## src/rtl/mig_pkg.sv

```systemverilog
// Shared operand type, FSM state encoding and operand index-space layout
// for the MIG truth-table engine.
package mig_pkg;

  localparam int OP_IDX_MAX = 8;
  localparam int CONST_IDX  = 0;
  localparam int IN_BASE    = 1;

  // Index field is sized for the largest supported index space; narrower
  // configurations keep the upper bits at zero.
  typedef struct packed {
    logic                  comp;
    logic [OP_IDX_MAX-1:0] idx;
  } mig_op_t;

  typedef enum logic [1:0] {IDLE, EVAL, EMIT} mig_state_e;

  function automatic int node_base(input int num_in);
    return IN_BASE + num_in;
  endfunction

endpackage

```

## src/rtl/mig_maj3.sv

```systemverilog
// Three-input majority on optionally complemented operands, purely combinational.
module mig_maj3 (
  input  logic [2:0] val,
  input  logic [2:0] comp,
  output logic       y
);

  logic [2:0] v;

  assign v = val ^ comp;
  assign y = (v[0] & v[1]) | (v[0] & v[2]) | (v[1] & v[2]);

endmodule

```

## src/rtl/mig_tt_engine.sv

```systemverilog
// Programmable MIG evaluator: sweeps all input minterms and streams the truth table.
// Optional MIG_TT_ONSET_EN adds the tt_ones / tt_const onset summary outputs.
//
// state | meaning
// IDLE  | waiting for start, config writes accepted
// EVAL  | evaluating node node_ptr for the current minterm
// EMIT  | presenting tt_bit for the current minterm
module mig_tt_engine
  import mig_pkg::*;
#(
  parameter int NUM_IN    = 7,
  parameter int MAX_NODES = 8,
  parameter int IDX_W     = $clog2(1 + NUM_IN + MAX_NODES),
  parameter int OP_W      = IDX_W + 1
) (
  input  logic                           clk,
  input  logic                           rst,
  input  logic                           cfg_we,
  input  logic [$clog2(MAX_NODES)-1:0]   cfg_node,
  input  logic [OP_W-1:0]                cfg_op0,
  input  logic [OP_W-1:0]                cfg_op1,
  input  logic [OP_W-1:0]                cfg_op2,
  output logic                           cfg_err,
  input  logic [$clog2(MAX_NODES+1)-1:0] num_nodes,
  input  logic [OP_W-1:0]                out_sel,
  input  logic                           start,
  output logic                           busy,
  output logic                           tt_valid,
  input  logic                           tt_ready,
  output logic                           tt_bit,
  output logic [NUM_IN-1:0]              tt_idx,
`ifdef MIG_TT_ONSET_EN
  output logic                           tt_last,
  output logic [NUM_IN:0]                tt_ones,
  output logic [1:0]                     tt_const
`else
  output logic                           tt_last
`endif
);

  localparam int NW     = $clog2(MAX_NODES);
  localparam int CNT_W  = $clog2(MAX_NODES + 1);
  localparam int NB     = node_base(NUM_IN);
  localparam int VEC_W  = 1 << OP_IDX_MAX;
  localparam int ONES_W = NUM_IN + 1;

  function automatic mig_op_t to_op(input logic [OP_W-1:0] raw);
    mig_op_t o;
    o.comp = raw[OP_W-1];
    o.idx  = OP_IDX_MAX'(raw[IDX_W-1:0]);
    return o;
  endfunction

  function automatic logic op_val(input mig_op_t op, input logic [VEC_W-1:0] vec);
    return op.comp ^ vec[op.idx];
  endfunction

  mig_state_e          state_q, state_d;
  logic [NW-1:0]       node_ptr_q, node_ptr_d;
  logic [CNT_W-1:0]    n_nodes_q, n_nodes_d;
  mig_op_t             out_sel_q, out_sel_d;
  logic [NUM_IN-1:0]   minterm_q, minterm_d;
  logic [MAX_NODES-1:0] res_q, res_d;
  mig_op_t             desc_q [MAX_NODES][3];
  mig_op_t             desc_d [MAX_NODES][3];
  logic                busy_q, busy_d, tt_valid_q, tt_valid_d;
  logic                tt_bit_q, tt_bit_d, tt_last_q, tt_last_d;
  logic                cfg_err_q, cfg_err_d;
`ifdef MIG_TT_ONSET_EN
  logic [ONES_W-1:0]   tt_ones_q, tt_ones_d;
  logic [1:0]          tt_const_q, tt_const_d;
`endif

  logic [OP_W-1:0]     cfg_ops [3];
  logic                wr_ok, start_bad;
  logic [VEC_W-1:0]    src_q, src_d;
  logic [2:0]          maj_val, maj_comp;
  logic                maj_y;

  // Source vectors: const 0, primary inputs, then node results.
  always_comb begin
    src_q = '0;
    src_q[CONST_IDX] = 1'b0;
    src_q[IN_BASE +: NUM_IN] = minterm_q;
    src_q[NB +: MAX_NODES] = res_q;
  end

  always_comb begin
    maj_val  = '0;
    maj_comp = '0;
    for (int i = 0; i < 3; i++) begin
      maj_val[i]  = src_q[desc_q[node_ptr_q][i].idx];
      maj_comp[i] = desc_q[node_ptr_q][i].comp;
    end
  end

  mig_maj3 u_maj3 (
    .val  (maj_val),
    .comp (maj_comp),
    .y    (maj_y)
  );

  // Node k may only see constants, inputs and lower-numbered nodes.
  always_comb begin
    cfg_ops[0] = cfg_op0;
    cfg_ops[1] = cfg_op1;
    cfg_ops[2] = cfg_op2;
    wr_ok = int'(cfg_node) < MAX_NODES;
    for (int j = 0; j < 3; j++)
      wr_ok &= int'(cfg_ops[j][IDX_W-1:0]) < NB + int'(cfg_node);
    start_bad = (int'(out_sel[IDX_W-1:0]) >= NB + int'(num_nodes)) ||
                (int'(num_nodes) > MAX_NODES);
  end

  always_comb begin
    state_d    = state_q;
    node_ptr_d = node_ptr_q;
    n_nodes_d  = n_nodes_q;
    out_sel_d  = out_sel_q;
    minterm_d  = minterm_q;
    res_d      = res_q;
    desc_d     = desc_q;
    busy_d     = busy_q;
    tt_valid_d = tt_valid_q;
    tt_last_d  = tt_last_q;
    cfg_err_d  = 1'b0;

    if (cfg_we) begin
      if (busy_q || !wr_ok) begin
        cfg_err_d = 1'b1;
      end else begin
        for (int j = 0; j < 3; j++)
          desc_d[cfg_node][j] = to_op(cfg_ops[j]);
      end
    end

    unique case (state_q)
      IDLE: begin
        if (start) begin
          if (start_bad) begin
            cfg_err_d = 1'b1;
          end else begin
            n_nodes_d  = num_nodes;
            out_sel_d  = to_op(out_sel);
            minterm_d  = '0;
            node_ptr_d = '0;
            busy_d     = 1'b1;
            tt_last_d  = 1'b0;
            tt_valid_d = (num_nodes == '0);
            state_d    = (num_nodes == '0) ? EMIT : EVAL;
          end
        end
      end
      EVAL: begin
        res_d[node_ptr_q] = maj_y;
        if (CNT_W'(node_ptr_q) + CNT_W'(1) == n_nodes_q) begin
          state_d    = EMIT;
          tt_valid_d = 1'b1;
          tt_last_d  = &minterm_q;
        end else begin
          node_ptr_d = node_ptr_q + NW'(1);
        end
      end
      EMIT: begin
        if (tt_ready) begin
          if (tt_last_q) begin
            state_d    = IDLE;
            busy_d     = 1'b0;
            tt_valid_d = 1'b0;
            tt_last_d  = 1'b0;
          end else begin
            minterm_d  = minterm_q + NUM_IN'(1);
            node_ptr_d = '0;
            if (n_nodes_q == '0) begin
              tt_last_d = &minterm_d;
            end else begin
              state_d    = EVAL;
              tt_valid_d = 1'b0;
              tt_last_d  = 1'b0;
            end
          end
        end
      end
      default: state_d = IDLE;
    endcase
  end

  // Output bit is resolved from next-cycle results so it is registered on EMIT entry.
  always_comb begin
    src_d = '0;
    src_d[IN_BASE +: NUM_IN] = minterm_d;
    src_d[NB +: MAX_NODES] = res_d;
    tt_bit_d = tt_bit_q;
    if (state_d == EMIT)
      tt_bit_d = op_val(out_sel_d, src_d);
  end

`ifdef MIG_TT_ONSET_EN
  always_comb begin
    tt_ones_d  = tt_ones_q;
    tt_const_d = tt_const_q;
    if (state_q == IDLE && start && !start_bad) begin
      tt_ones_d  = '0;
      tt_const_d = '0;
    end
    if (state_q == EMIT && tt_ready) begin
      tt_ones_d = tt_ones_q + ONES_W'(tt_bit_q);
      if (tt_last_q)
        tt_const_d = {tt_ones_d == ONES_W'(1 << NUM_IN), tt_ones_d == '0};
    end
  end
`endif

  always_ff @(posedge clk) begin
    if (rst) begin
      state_q    <= IDLE;
      node_ptr_q <= '0;
      n_nodes_q  <= '0;
      out_sel_q  <= '0;
      minterm_q  <= '0;
      res_q      <= '0;
      busy_q     <= 1'b0;
      tt_valid_q <= 1'b0;
      tt_bit_q   <= 1'b0;
      tt_last_q  <= 1'b0;
      cfg_err_q  <= 1'b0;
      for (int k = 0; k < MAX_NODES; k++)
        for (int j = 0; j < 3; j++)
          desc_q[k][j] <= '0;
`ifdef MIG_TT_ONSET_EN
      tt_ones_q  <= '0;
      tt_const_q <= '0;
`endif
    end else begin
      state_q    <= state_d;
      node_ptr_q <= node_ptr_d;
      n_nodes_q  <= n_nodes_d;
      out_sel_q  <= out_sel_d;
      minterm_q  <= minterm_d;
      res_q      <= res_d;
      busy_q     <= busy_d;
      tt_valid_q <= tt_valid_d;
      tt_bit_q   <= tt_bit_d;
      tt_last_q  <= tt_last_d;
      cfg_err_q  <= cfg_err_d;
      desc_q     <= desc_d;
`ifdef MIG_TT_ONSET_EN
      tt_ones_q  <= tt_ones_d;
      tt_const_q <= tt_const_d;
`endif
    end
  end

  assign cfg_err  = cfg_err_q;
  assign busy     = busy_q;
  assign tt_valid = tt_valid_q;
  assign tt_bit   = tt_bit_q;
  assign tt_idx   = minterm_q;
  assign tt_last  = tt_last_q;
`ifdef MIG_TT_ONSET_EN
  assign tt_ones  = tt_ones_q;
  assign tt_const = tt_const_q;
`endif

endmodule

```

## config.mk

```make
export PLATFORM = sky130hd
export DESIGN_NAME = mig_tt_engine
export DESIGN_NICKNAME = d
export VERILOG_FILES = /design/src/rtl/mig_pkg.sv /design/src/rtl/mig_maj3.sv /design/src/rtl/mig_tt_engine.sv
export SDC_FILE = /design/constraint.sdc
export NUM_CORES = 1
export LEC_CHECK = 0
export BUFFER_PORTS_ARGS = -buffer_cell sky130_fd_sc_hd__buf_2
export CORE_AREA = 3 3 121 123
export CTS_CLUSTER_DIAMETER = 200
export DETAILED_ROUTE_END_ITERATION = 16
export DIE_AREA = 0 0 124 126
export PLACE_DENSITY = 0.8
export SYNTH_ARGS = -nofsm -noshare
export SYNTH_HDL_FRONTEND = slang
export SYNTH_SLANG_ARGS = --single-unit
```

## constraint.sdc

```tcl
create_clock -name clk -period 6.2 [get_ports clk]
set_input_delay 1.24 -clock clk [delete_from_list [all_inputs] [get_ports clk]]
set_output_delay 1.24 -clock clk [all_outputs]
set_load 0.02 [all_outputs]
```

==> results of run 1 <==
## layout make-up
| class | instances | area [µm²] |
|---|---|---|
| well taps | 180 | 225 |
| inverters | 22 | 82.6 |
| repair buffers | 60 | 345 |
| multi-input cells | 654 | 4940 |
| clock buffers | 18 | 429 |
| clock inverters | 13 | 158 |
| fillers | 1126 | 4420 |
| flip-flops and latches | 158 | 3160 |
## cell usage in the layout, fill, tap and decap left out, types with 5 or more instances in the layout
cell type and instances:
nor2_2 6, o21ai_0 15, dfxtp_1 157, a2111oi_0 5, xnor2_1 6, o22ai_1 6, nor4_1 7, buf_2 42
nand3_1 25, mux2i_1 159, nand4_1 6, xor2_1 5, nor2b_1 10, buf_4 18, ha_1 18, a21oi_1 28
nand2b_1 6, clkinv_4 6, nor2_1 166, mux4_2 23, nor3_1 12, o21a_1 5, a31oi_1 10, a22oi_1 5
and2_1 8, mux2_2 11, inv_1 20, clkbuf_16 17, nand2_1 40
## critical path: cells and delay by family
kind	cells	cell delay (ns)
AOI/OAI and AO/OA	4	1.96
xor gates and xnor gates	1	0.17
adders and majority gates	1	0.28
buffers and inverters	2	0.21
muxes	1	0.34
and+or+nand+nor	5	1.32
## where the power goes
part	internal, µW	switching [µW]	total (µW)
Sequential	1030	16.3	1050
Clock	600	442	1040
Combinational	77.6	129	207
## layer usage
layer	GRT usage, %	share of wire [%]	vias to the layer above
met5	0	0.033	-
met4	9.15	2.1	2
met3	7.68	7.4	47
met2	43.9	47	252
met1	39.2	43	3253
li1	-	-	3248
## cell families after synthesis
group	Yosys count
and+or+nand+nor	308
muxes	202
xor gates and xnor gates	11
adders and majority gates	18
buffers and inverters	84
AOI/OAI and AO/OA	115
DFF	158
## worst max-delay path by stage
| stage | startpoint | to | slack [ns] |
|---|---|---|---|
| global route | num_nodes[3] | tt_bit | 0.70 |
| finish | num_nodes[3] | tt_bit | 1.03 |
| detailed placement | num_nodes[3] | tt_bit | 0.69 |
| floorplan | num_nodes[1] | tt_bit | 1.22 |
| CTS | num_nodes[3] | tt_bit | 1.13 |
| global placement | num_nodes[3] | tt_bit | 0.93 |
## metrics by stage
step | hold WS [ns] | util [%] | total power (µW)
after detailed placement | 0.469 | 63.6 | 1280
final | 0.482 | 67.9 | 2300
after floorplan | 0.445 | - | 1220
after CTS | 0.489 | 67.9 | 2300
after global placement | 0.459 | 63.6 | 1270
after global routing | 0.511 | 67.9 | 2370
## flip-flops by register name (all words and copies together) (netlist names)
| signal | cells |
|---|---|
| desc_q | 120 |
| out_sel_q | 9 |
| res_q | 8 |
| tt_idx | 7 |
| n_nodes_q | 4 |
| node_ptr_q | 3 |
| state_q | 2 |
| busy | 1 |
| cfg_err | 1 |
| tt_bit | 1 |
| tt_last | 1 |
| tt_valid | 1 |
## synth_stat cells (14+ instances only)
cell      number
dfxtp_1      158
ha_1          18
mux2i_1      159
o21ai_0       15
mux4_2        23
nand3_1       25
clkbuf_1      47
nand2_1       40
nor2_1       172
nor3_1        14
a21oi_1       28
inv_1         20
==> impl_metrics.csv, run 1 <==
group,metric,value,unit
synth,ys_ff_latch,158,
global_routing,grt_antenna_before_repair,1,
synth,yosysWarnings,0,
synth,yosysUniqueCellTypes,67,
final_layout,num_antenna_cells,0,
synth,synthCells,896,
global_routing,grt_first_pass_wirelength,35000,µm
setup_path,rr_endpoint,"tt_bit",
synth,synth_top_family_by_area,"multiplexers",
setup_path,slowest_delay,0.83,ns
setup_path,cp_slowest_cell,"a2111oi_0",
synth,synth-adder-area-share,2.67,%
worst_hold_path,min_from,"desc_q[27]",
clock_tree,post_cts_buffers,0,
floorplanning,ios,44,
timing,final_max_slew_viol_count,0,
placement,gp_congestion,0.929,
synth,syn_area,8450,µm²
worst_hold_path,whs_path_depth,2,
clock_tree,cts_tree,"built",
timing,clock-skew-final,0.00728,ns
synth,synth-seq-area-share,37.4,%
floorplanning,core-area,13800,µm²
placement,dp_cells,1074,
timing,hold_viol,0,
worst_hold_path,hold_class,"register to register",
drt,viasPerCell,6.16,
synth,syn-num-nets,946,
clock_tree,cts_resized,0,
clock_tree,clk_path_buf_depth,2,
timing,relSlewSlack,23.7,%
setup_path,arrival,5.52,ns
synth,synth-edff-count,0,
pwr,p_per_area,246,nW/µm²
setup_path,regToRegStartpoint,"node_ptr_q[0]",
job,max_cap_violations,0,
global_routing,track_usage,28.5,%
placement,dpl_cell_area,8760,µm²
placement,hpwl,14500,µm
setup_path,startpoint_type,"input pin",
timing,fmax,193,MHz
setup_path,cp_data_required_time,6.54,ns
synth,avgSynthCellArea,9.43,µm²
clock_tree,cts.sinks,158,
timing,worst_slack,1.03,ns
global_routing,grt_max_degree,113,
pwr,ir_worst_vdd,0.299,mV
floorplanning,rows,43,
clock_tree,cts_root_buf,"clkbuf_16",
setup_path,worstRegToRegCells,11,
synth,synth_flop_cell,"dfxtp_1",
placement,pre_cts_slack,0.690,ns
pwr,power.leakage,0.00345,µW
floorplanning,dieHeight,126,µm
timing,period_needed,5.17,ns
global_routing,grt-ovfl-total,0,
drt,drt-wirelength-per-cell,19.3,µm
global_routing,grt_pass1_vias,6644,
final_layout,finalNetCount,963,
floorplanning,initial_utilization,61.3,%
timing,finalSetupViolations,0,
worst_hold_path,holdPathEnd,"desc_q[27]",
clock_tree,ctsHoldBuffers,0,
final_layout,final_area,9350,µm²
clock_tree,insertion_delay,0.44,ns
floorplanning,dieArea,15600,µm²
drt,ant_nets,0,
final_layout,stdcell_count,1105,
final_layout,area_delta_synth_final,10.7,%
setup_path,critPathMaxFanout,10,
setup_path,crit_chain,"buf_2 > inv_1 > ha_1 > and4b_1 > o31ai_1 > nand3_1 > mux2i_1 > a2111oi_0 > nor4_1 > a211oi_1 > xor2_1 > nor2_1 > or4_1 > a311oi_1",
synth,synth_xor_area_share,1.14,%
synth,synth_compound_area_share,9.32,%
timing,worst_pin_slew,1.14,ns
synth,postSynth.asyncResetShare,0,%
final_layout,drive_gt1_share,15.7,%
synth,synth-simple-area-share,16.2,%
drt,vias,6802,
synth,netlist.area_leader.share,37.4,%
synth,synthMuxAreaShare,28.9,%
setup_path,end_kind,"register",
synth,synthTopCellsByArea,"dfxtp_1 37%, mux2i_1 19%, nor2_1 7.6%, mux4_2 6.1%, ha_1 2.7%",
timing,finalSetupTns,0,ns
setup_path,r2r_slack,1.40,ns
placement,io_buffers,43,
timing,period_share,83.5,%
drt,dr.pass1.iters,5,
clock_tree,h-tree-depth,4,
drt,dr.first_iter.drc_count,631,
outcome,status,"finished, final reports clean",
drt,drt-total-wl,21300,µm
clock_tree,path_clk_slew,0.07,ns
timing,rsz0062_at_grt,"false",
setup_path,critPathKind,"input pin to register",
synth,synth_top_area_cell,"dfxtp_1",
drt,drc,0,
clock_tree,numCtsBuffers,17,
floorplanning,die_w,124,µm
(Power assumes the default switching activity.)
==> run 2: changes to the inputs <==
clock period = 4.9 ns   (was 6.2 ns; I/O delays follow)
==> run 2 against run 1 <==
Compared with the run above: critical path depth decreased by 1; sequential power increased by 27%; via count increased by 1.0%; cell count increased by 1.0%; sequential cell count unchanged; sequential share of layout area decreased by 0.31 points; first-iteration DRC count decreased by 6.2%; setup slack got worse by 0.69 ns; combinational power increased by 33%; clock skew increased by 0.0012 ns; critical endpoint unchanged; count of clock-buffer cells in the layout increased by 6; design area increased by 0.91%.
==> impl_metrics.csv, run 2 (same netlist as run 1, synthesis figures left out) <==
group,metric,value,unit
timing,hold_viol,0,
setup_path,startpoint_type,"register",
final_layout,drive_gt1_share,16.5,%
final_layout,top_register,"desc_q",
timing,final_max_slew_viol_count,0,
placement,hpwl,14700,µm
final_layout,mostFrequentLayoutCells,"166 x nor2_1, 159 x mux2i_1, 157 x dfxtp_1",
placement,io_buffers,43,
clock_tree,numCtsBuffers,17,
floorplanning,rows,43,
clock_tree,clk_path_buf_depth,2,
drt,ant_nets,0,
global_routing,grt-ovfl-total,0,
pwr,power.leakage,0.00350,µW
pwr,ir_worst_vdd,0.258,mV
floorplanning,initial_utilization,61.3,%
clock_tree,h-tree-depth,4,
drt,viasPerCell,6.16,
timing,clock-skew-final,0.00843,ns
timing,period_share,93.1,%
global_routing,grt_max_degree,82,
timing,rsz0062_at_grt,"false",
final_layout,num_antenna_cells,0,
setup_path,critPathKind,"register to register",
job,max_cap_violations,0,
worst_hold_path,hold_class,"register to register",
clock_tree,cts.sinks,158,
final_layout,area_delta_synth_final,11.7,%
clock_tree,insertion_delay,0.44,ns
final_layout,largest_register_ffs,120,
final_layout,finalNetCount,973,
global_routing,track_usage,28.2,%
clock_tree,cts_resized,0,
clock_tree,cts_root_buf,"clkbuf_16",
floorplanning,dieArea,15600,µm²
drt,dr.first_iter.drc_count,592,
setup_path,cp_data_required_time,5.24,ns
timing,fmax,219,MHz
setup_path,end_kind,"register",
outcome,status,"finished, final reports clean",
final_layout,mostFrequentLayoutCell,"nor2_1",
floorplanning,dieHeight,126,µm
global_routing,grt_first_pass_wirelength,34100,µm
clock_tree,ctsHoldBuffers,0,
setup_path,arrival,4.90,ns
placement,gp_congestion,0.889,
final_layout,top_regs,"desc_q (120), out_sel_q (9), res_q (8)",
timing,period_needed,4.56,ns
drt,drt-wirelength-per-cell,19.3,µm
drt,drt-total-wl,21600,µm
timing,finalSetupViolations,0,
drt,drc,0,
floorplanning,die_w,124,µm
clock_tree,cts_tree,"built",
final_layout,finalCoreUtilization,68.5,%
floorplanning,core-area,13800,µm²
global_routing,grt_antenna_before_repair,0,
clock_tree,path_clk_slew,0.06,ns
timing,finalSetupTns,0,ns
timing,relSlewSlack,42.5,%
clock_tree,post_cts_buffers,0,
setup_path,critPathMaxFanout,9,
floorplanning,ios,44,
drt,dr.pass1.iters,5,
pwr,p_per_area,312,nW/µm²
drt,vias,6873,
global_routing,grt_pass1_vias,6514,
timing,worst_pin_slew,0.862,ns
-- run 2: cell types whose count changed in the layout (fill, tap and decap cells not counted) --
cell	delta
clkbuf_1	+2
clkinv_4	-5
buf_4	+10
clkinvlp_4	+2
clkbuf_8	+4
inv_8	-1
inv_6	-2
clkinv_2	+1
-- run 2: per-stage QoR --
stage	power (µW)	setup WS [ns]	hold WS (ns)	area [µm²]	std cells
2_1_floorplan	1540	0.181	0.445	8450	896
3_3_place_gp	1620	0.376	0.463	8840	1084
3_5_place_dp	1620	0.233	0.472	8840	1084
4_1_cts	2940	0.375	0.492	9430	1116
5_1_grt	3030	0.138	0.504	9430	1116
6_report	2940	0.337	0.491	9430	1116
-- run 2: final cells by class --
| type | count | area [µm²] |
|---|---|---|
| sequential | 158 | 3160 |
| inverter | 22 | 82.6 |
| fill | 1116 | 4340 |
| multi-input combinational | 654 | 4940 |
| tap | 180 | 225 |
| clock inverter | 8 | 105 |
| timing repair buffer | 70 | 420 |
| clock buffer | 24 | 492 |
-- run 2: critical path, cell delays in order, from the launching register on --
cell and delay [ns]:
dfxtp_1 0.60, buf_4 0.29, mux4_1 0.62, mux2i_4 0.35, mux2i_1 0.16, a22oi_1 0.26, a211o_1 0.16, nand4_1 0.12
o32a_1 0.38, or2_1 0.32, mux2i_1 0.22, o2111ai_1 0.18, or4_1 0.54, a311oi_1 0.26
-- run 2: power by group --
| group | switching [µW] | internal (µW) | total [µW] | leakage (µW) |
|---|---|---|---|---|
| combinational | 172 | 103 | 275 | 0.00194 |
| clock | 533 | 805 | 1340 | 0.000283 |
| sequential | 18.4 | 1310 | 1330 | 0.00128 |
| total | 723 | 2220 | 2940 | 0.00350 |
-- run 2: metal layers --
metal  GRT usage [%]  vias up  share of wire, %
li1                -     3264                 -
met1            38.7     3330                45
met2            44.3      236                47
met3            6.33       43               6.2
met4            9.09        0               2.0
met5               0        -                 0
-- run 2: final timing paths --
path	startpoint	endpoint	slack (ns)	depth (start not counted)
worst max register to register	node_ptr_q[2]	tt_bit	0.34	13
worst min-delay path	desc_q[147]	desc_q[147]	0.49	2
worst max-delay path	node_ptr_q[2]	tt_bit	0.34	13
worst min register to register	desc_q[147]	desc_q[147]	0.49	2
==> run 3: changes to the inputs <==
clock period = 4.48 ns   (was 4.9 ns; I/O delays follow)
==> run 3 against run 2 <==
Compared with the run above: sequential cell count unchanged; die area unchanged; sequential share of layout area decreased by 0.28 points; cell count increased by 0.36%; register-to-register slack got worse by 0.13 ns; critical path type unchanged; highest routed layer unchanged; clock skew decreased by 0.0023 ns; global-route usage increased by 0.88 points; worst hold slack got worse by 0.013 ns; critical path depth decreased by 1; first-iteration DRC count increased by 15%; setup slack got worse by 0.13 ns; power increased by 11%.
==> impl_metrics.csv, run 3 (same netlist as run 1, synthesis figures left out) <==
group,metric,value,unit
drt,drt-total-wl,22000,µm
job,max_cap_violations,0,
setup_path,end_kind,"register",
final_layout,mostFrequentLayoutCell,"nor2_1",
pwr,netSwitchingPower,804,µW
pwr,p_per_area,343,nW/µm²
timing,final_max_slew_viol_count,0,
global_routing,grt_first_pass_wirelength,35100,µm
final_layout,num_antenna_cells,0,
placement,hpwl,14800,µm
pwr,ir_worst_vdd,0.318,mV
setup_path,slowest_delay,0.58,ns
floorplanning,rows,43,
timing,hold_viol,0,
timing,relSlewSlack,49.2,%
final_layout,area_delta_synth_final,12.7,%
setup_path,crit_chain,"buf_12 > mux4_2 > mux2i_4 > mux4_2 > a22o_1 > o21a_1 > o32a_1 > or2_1 > mux2i_1 > o2111ai_1 > or4_1 > a311oi_1",
drt,ant_nets,0,
setup_path,critPathKind,"register to register",
outcome,status,"finished, final reports clean",
setup_path,cp.buffers_inverters,1,
timing,finalSetupViolations,0,
pwr,intPower,2460,µW
floorplanning,core-area,13800,µm²
setup_path,cp_slowest_cell,"dfxtp_2",
pwr,combPwrFrac,9.4,%
clock_tree,cts_tree,"built",
clock_tree,numCtsBuffers,17,
timing,period_share,95.3,%
floorplanning,dieArea,15600,µm²
drt,drc,0,
floorplanning,ios,44,
timing,worst_pin_slew,0.762,ns
clock_tree,cts.sinks,158,
final_layout,mostFrequentLayoutCells,"166 x nor2_1, 159 x mux2i_1, 156 x dfxtp_1",
pwr,switching_share,24.6,%
setup_path,startpoint_type,"register",
final_layout,largest_register_ffs,120,
floorplanning,dieHeight,126,µm
pwr,p_seq_share,44.5,%
drt,dr.pass1.iters,5,
drt,viasPerCell,6.16,
clock_tree,clk_path_buf_depth,2,
placement,io_buffers,43,
timing,rsz0062_at_grt,"false",
global_routing,track_usage,29.1,%
floorplanning,initial_utilization,61.3,%
global_routing,grt_antenna_before_repair,0,
worst_hold_path,hold_class,"register to register",
final_layout,finalNetCount,977,
pwr,power.leakage,0.00354,µW
clock_tree,ctsHoldBuffers,0,
pwr,power_frac_clock,46.1,%
drt,drt-wirelength-per-cell,19.7,µm
final_layout,finalCoreUtilization,69.1,%
setup_path,critPathMaxFanout,24,
final_layout,top_register,"desc_q",
timing,period_needed,4.27,ns
timing,finalSetupTns,0,ns
drt,dr.first_iter.drc_count,683,
setup_path,crit_top_cell,"mux4_2",
setup_path,crit_family,"multiplexers",
timing,clock-skew-final,0.00610,ns
global_routing,grt_pass1_vias,6492,
drt,vias,6897,
clock_tree,insertion_delay,0.43,ns
placement,gp_congestion,0.918,
final_layout,top_regs,"desc_q (120), out_sel_q (9), res_q (8)",
floorplanning,die_w,124,µm
setup_path,cp_data_required_time,4.82,ns
setup_path,arrival,4.61,ns
final_layout,drive_gt1_share,17.2,%
timing,fmax,234,MHz
clock_tree,cts_root_buf,"clkbuf_16",
global_routing,grt-ovfl-total,0,
clock_tree,h-tree-depth,4,
clock_tree,path_clk_slew,0.07,ns
global_routing,grt_max_degree,88,
## run 3: final timing paths
kind,end,slack [ns],start,cells past startpoint
max,tt_bit,0.21,node_ptr_q[0],12
min,out_sel_q[4],0.48,out_sel_q[4],1
min reg2reg,out_sel_q[4],0.48,out_sel_q[4],1
max reg2reg,tt_bit,0.21,node_ptr_q[0],12
## run 3: layout make-up
| cell class | instances | area [µm²] |
|---|---|---|
| Clock buffer | 20 | 457 |
| Clock inverter | 12 | 161 |
| Fill cell | 1081 | 4260 |
| Inverter | 22 | 82.6 |
| Multi-Input combinational cell | 654 | 4950 |
| Sequential cell | 158 | 3170 |
| Tap cell | 180 | 225 |
| Timing Repair Buffer | 74 | 475 |
## run 3: timing repair
action,CTS,global route
hold endpoints to repair,0,0
endpoints found under the setup margin,0,1
setup buffers,0,1
resized for setup,0,1
## run 3: power by group through the flow
stage / Combinational, µW / Clock, µW / Sequential [µW]
final: 307 / 1500 / 1450
after global routing: 335 / 1580 / 1450
after CTS: 302 / 1520 / 1450
after detailed placement: 298 / 0 / 1480
after global placement: 294 / 0 / 1480
after floorplan: 205 / 0 / 1480
## run 3: per-stage QoR
step                      cells  setup WS [ns]  power (µW)  cell area (µm²)  hold WS, ns
after CTS                  1119          0.235        3270             9510        0.484
after global placement     1087          0.255        1780             8890        0.457
final                      1120          0.211        3260             9520        0.478
after detailed placement   1087          0.151        1780             8890        0.466
after global routing       1120        0.00739        3370             9520        0.499
after floorplan             896         0.0771        1680             8450        0.445
## run 3: per-layer routing
layer	share of wire, %	global-route usage [%]	wire length (µm)
met3	7.9	8.26	1740
met1	43	40.1	9520
met4	1.8	7.67	397
met5	0	0	0
met2	47	45.1	10400
